$ cat src/rtl/ram_readback_module.sv
// Sweeps a single-port RAM, realigns the one-cycle-late read data with its address,
// and streams address/data pairs through a 2-entry skid buffer while summing a checksum.
module ram_readback_module #(
    parameter int ADDR_W = 4,
    parameter int DATA_W = 8,
    parameter int DEPTH  = 16
) (
    input  logic              clk,
    input  logic              rst_n,
    input  logic              start_sig,
    output logic              done_sig,
    output logic              read_en,
    output logic [ADDR_W-1:0] ram_addr,
    input  logic [DATA_W-1:0] ram_data,
    output logic              out_valid,
    input  logic              out_ready,
    output logic [DATA_W-1:0] out_data,
    output logic [ADDR_W-1:0] out_addr,
    output logic [DATA_W-1:0] checksum
);

    localparam int               CNT_W     = ADDR_W + 1;
    localparam logic [CNT_W-1:0] CNT_DEPTH = CNT_W'(DEPTH);
    localparam logic [CNT_W-1:0] CNT_LAST  = CNT_W'(DEPTH - 1);

    typedef enum logic [1:0] {
        IDLE,
        READ,
        DRAIN,
        DONE
    } state_t;

    state_t              r_state;
    logic                r_done;
    logic [CNT_W-1:0]    r_issued;
    logic [ADDR_W-1:0]   r_ram_addr;
    logic [DATA_W-1:0]   r_checksum;

    logic                r_inflight;
    logic [ADDR_W-1:0]   r_cap_addr;
    logic [DATA_W-1:0]   r_fifo_data [2];
    logic [ADDR_W-1:0]   r_fifo_addr [2];
    logic                r_rd_ptr;
    logic                r_wr_ptr;
    logic [1:0]          r_occ;

    logic                w_pop;
    logic                w_push;
    logic                w_read;
    logic                w_drained;
    logic [2:0]          w_pending;

    assign w_pop  = out_valid && out_ready;
    assign w_push = r_inflight;

    // Slots the buffer will hold after this edge if no new read is issued; a read
    // is only launched when it is guaranteed a slot, so the buffer can never overflow.
    assign w_pending = {1'b0, r_occ} + {2'b0, r_inflight} - {2'b0, w_pop};
    assign w_read    = (r_state == READ) && (r_issued < CNT_DEPTH) && (w_pending < 3'd2);

    assign w_drained = !r_inflight && ((r_occ == 2'd0) || ((r_occ == 2'd1) && w_pop));

    // NOTE: sequential state uses non-blocking assignments so every register
    // samples pre-edge values regardless of statement order.
    always_ff @(posedge clk or negedge rst_n) begin
        if (!rst_n) begin
            r_state    <= IDLE;
            r_done     <= 1'b0;
            r_issued   <= '0;
            r_ram_addr <= '0;
            r_checksum <= '0;
        end else begin
            if (w_pop) begin
                r_checksum <= r_checksum + out_data;
            end
            case (r_state)
                IDLE: begin
                    if (start_sig) begin
                        r_state    <= READ;
                        r_issued   <= '0;
                        r_ram_addr <= '0;
                        r_checksum <= '0;
                    end
                end
                READ: begin
                    if (w_read) begin
                        r_issued <= r_issued + CNT_W'(1);
                        // The address saturates at the last word instead of wrapping.
                        if (r_issued != CNT_LAST) begin
                            r_ram_addr <= r_ram_addr + ADDR_W'(1);
                        end else begin
                            r_state <= DRAIN;
                        end
                    end
                end
                DRAIN: begin
                    if (w_drained) begin
                        r_state <= DONE;
                        r_done  <= 1'b1;
                    end
                end
                DONE: begin
                    if (!start_sig) begin
                        r_state <= IDLE;
                        r_done  <= 1'b0;
                    end
                end
                default: begin
                    r_state <= IDLE;
                    r_done  <= 1'b0;
                end
            endcase
        end
    end

    // NOTE: the two buffer entries are reset because out_data/out_addr expose the
    // head directly and must read zero out of reset; a larger memory would not be.
    always_ff @(posedge clk or negedge rst_n) begin
        if (!rst_n) begin
            r_inflight     <= 1'b0;
            r_cap_addr     <= '0;
            r_fifo_data[0] <= '0;
            r_fifo_data[1] <= '0;
            r_fifo_addr[0] <= '0;
            r_fifo_addr[1] <= '0;
            r_rd_ptr       <= 1'b0;
            r_wr_ptr       <= 1'b0;
            r_occ          <= 2'd0;
        end else begin
            r_inflight <= w_read;
            if (w_read) begin
                r_cap_addr <= r_ram_addr;
            end
            if (w_push) begin
                r_fifo_data[r_wr_ptr] <= ram_data;
                r_fifo_addr[r_wr_ptr] <= r_cap_addr;
                r_wr_ptr              <= !r_wr_ptr;
            end
            if (w_pop) begin
                r_rd_ptr <= !r_rd_ptr;
            end
            r_occ <= r_occ + {1'b0, w_push} - {1'b0, w_pop};
        end
    end

    assign done_sig  = r_done;
    assign read_en   = w_read;
    assign ram_addr  = r_ram_addr;
    assign out_valid = (r_occ != 2'd0);
    assign out_data  = r_fifo_data[r_rd_ptr];
    assign out_addr  = r_fifo_addr[r_rd_ptr];
    assign checksum  = r_checksum;

    a_no_overflow : assert property (@(posedge clk) disable iff (!rst_n)
        !(w_push && !w_pop && (r_occ == 2'd2)));

endmodule

$ cat config.mk
export PLATFORM = sky130hd
export DESIGN_NAME = ram_readback_module
export DESIGN_NICKNAME = d
export VERILOG_FILES = /design/src/rtl/ram_readback_module.sv
export SDC_FILE = /design/constraint.sdc
export NUM_CORES = 1
export LEC_CHECK = 0
export CAP_MARGIN = 20
export CORE_ASPECT_RATIO = 2
export CORE_UTILIZATION = 35
export CTS_CLUSTER_DIAMETER = 60
export CTS_CLUSTER_SIZE = 14
export DETAILED_ROUTE_END_ITERATION = 8
export DONT_BUFFER_PORTS = 1
export GPL_TIMING_DRIVEN = 0
export SLEW_MARGIN = 30
export SYNTH_ARGS = -nofsm -noshare
export SYNTH_HDL_FRONTEND = slang
export SYNTH_SLANG_ARGS = --single-unit
$ cat constraint.sdc
create_clock -name clk -period 4.6 [get_ports clk]
set_input_delay 0.92 -clock clk [delete_from_list [all_inputs] [get_ports clk]]
set_output_delay 0.92 -clock clk [all_outputs]
set_load 0.03 [all_outputs]
==> out/results.ini <==
[grt]
grt_pass1_vias = 1911
grtUsageTotal = 0.153
antenna_found_initial = 0
grt-ovfl-total = 0
grt_max_degree = 54
grt_pass1_wl_um = 9320

[floorplan]
row_count = 44
initial_core_util = 0.366
die-area_um2 = 8040
die_y_um = 126
die_w_um = 63.9
io_pins = 39
core_area_um2 = 7320

[synthesis]
postSynthCellCount = 234
syn_area_um2 = 2680
synth_seq_cells = 53
yosys_warnings = 0
ys_types = 42
syn_nets = 263
ys_seq_area_frac = 0.494
synth_ff_type = dfrtp_1
ys_async_sr_fraction = 1.00
synth-edff-count = 0
synth_area_per_cell_um2 = 11.5

[clock_network]
cts.repair.resized = 0
cts_num_sinks = 53
numCtsBuffers = 5
clkLatencyLatePin_ns = 0.29
cts_buffer_depth = 2
htree_levels = 2
cts.clk_slew.worst_paths_ns = 0.07
cts_setup_buffers = 0
cts_tree = done
cts_hold_buffers = 0
clockRootBuffer = clkbuf_16

[placed_design]
hpwl_um = 4100
place_ws_ns = 1.06
gp_congestion = 0.798
portBuffers = 0
place_area_um2 = 2800

[cells_and_area]
nFillCells = 712
nets = 270
layout_commonest_cell = dfrtp_1
final_cell_mix = dfrtp_1, mux2_1, nand2_1
syn2layout_area_growth_pct = 10.9
fin_util = 0.406
diodes = 0
drive_gt1_frac = 0.0826
design_area_um2 = 2970

[critical_path]
cp_max_fo = 7
crit_start = out_ready
crit_chain = nand3_1 -> o21ai_0 -> ha_1 -> fa_1 -> or3b_4 -> or2_4 -> clkinv_4
critPathKind = primary input to output pin
end_kind = output pin
slowest_stage = fa_1
reg2reg_from = r_rd_ptr
cp-start-kind = primary input
crit_required_ns = 3.68
max_stage_delay_ns = 0.46
cp.arrival_ns = 2.61

[run_status]
outcome = finished, final reports clean

[sta]
period_share = 0.768
finalWorstSetupSlack_ns = 1.07
skew_ns = 0.00596
rsz0062_at_grt = no
setup_viol = 0
min_period_ns = 3.53
finalMaxSlewViolations = 0
max_freq_mhz = 283
relSlewSlack = 0.490
tightest_slew_ns = 0.765
finalSetupTns_ns = 0
hold_violations = 0

[drt]
drt-wirelength-per-cell_um = 16.4
ant_nets = 0
totalWireLength_um = 5490
drc_errors = 0
vias = 1736
first_pass_iters = 4
first_iter_violations = 45
vias_per_cell = 5.20

[pwr]
cellLeakagePower_uw = 0.00143
ir_drop_v = 0.000192
power_density_nw_per_um2 = 512

[worst_hold_path]
min_path_type = primary input to asynchronous set/reset pin

[job]
maxCapViolations = 0

[path summary, 6_finish.rpt]
kind                                       end  slack (ns)  cells past startpoint
worst max-delay path                   read_en        1.07                      7
worst min-delay path            r_fifo_data[8]        0.32                      0
worst max register to register     checksum[7]        1.34                      8
worst min register to register  r_fifo_data[9]        0.48                      1
max in group asynchronous       r_fifo_data[7]        4.18                      0
min in group clk                r_fifo_data[9]        0.48                      1
[routing by layer]
layer | wire length (um) | up-vias | global-route usage | part of all wire
met1 | 1950 | 860 | 0.149 | 0.36
met4 | 106 | 0 | 0.0655 | 0.019
met3 | 288 | 5 | 0.0453 | 0.052
li1 | - | 832 | - | -
met2 | 3140 | 39 | 0.289 | 0.57
met5 | 0 | - | 0 | 0
[sequential cells by signal, summed over array words and instances (netlist names)]
register     flops
r_fifo_data     16
checksum         8
r_fifo_addr      8
r_issued         5
r_cap_addr       4
ram_addr         4
r_occ            2
r_state          2
done_sig         1
r_inflight       1
r_rd_ptr         1
r_wr_ptr         1
[cell usage after synthesis (all sizes together), types with 3 or more instances]
master,instances,area (um2)
dfrtp,53,1330
mux2,37,417
nand2,29,111
ha,15,188
o21ai,13,65.1
nor2,10,37.5
a21oi,9,48.8
inv,7,26.3
nand3,7,35.0
xor2,6,52.6
clkbuf,4,15.0
xnor2,4,35.0
a211oi,3,22.5
o211ai,3,22.5
[report_power, final]
part,internal [uW],switching [uW],total [uW]
clock,272,168,440
sequential,516,119,636
combinational,171,276,447
[critical path, delay by kind of cell]
kind | cells | cell delay, ns
adder cells (fa/ha/maj) | 2 | 0.66
buffers and inverters | 1 | 0.12
AO/OA/AOI/OAI | 1 | 0.10
AND/OR/NAND/NOR | 3 | 0.80
[area by class of cell]
cell class / count / area, um2 / share of cell area
sequential: 53 / 1330 / 0.446
multi-input combinational: 167 / 1300 / 0.437
clock buffer: 6 / 139 / 0.0467
tap: 92 / 115 / 0.0387
clock inverter: 2 / 37.5 / 0.0126
inverter: 8 / 35.0 / 0.0118
buffer: 6 / 22.5 / 0.00757
[logic make-up (layout without fill, tap and decap cells)]
group	Yosys count	count (layout)	share of synthesized area
AOI/OAI and AO/OA	34	34	0.0760
xor gates and xnor gates	10	10	0.0326
adders and majority gates	17	17	0.0849
buffers and inverters	14	22	0.0215
DFF	53	53	0.494
muxes	39	39	0.163
and+or+nand+nor	67	67	0.128
[through the flow]
stage               total power, uW  cells  hold WS (ns)
detailed placement             1100    326         0.472
global route                   1620    334         0.297
global placement               1090    326         0.459
floorplan                      1000    234         0.450
finish                         1520    334         0.315
CTS                            1550    334         0.307
No activity file was read; power rests on OpenSTA's default activity.
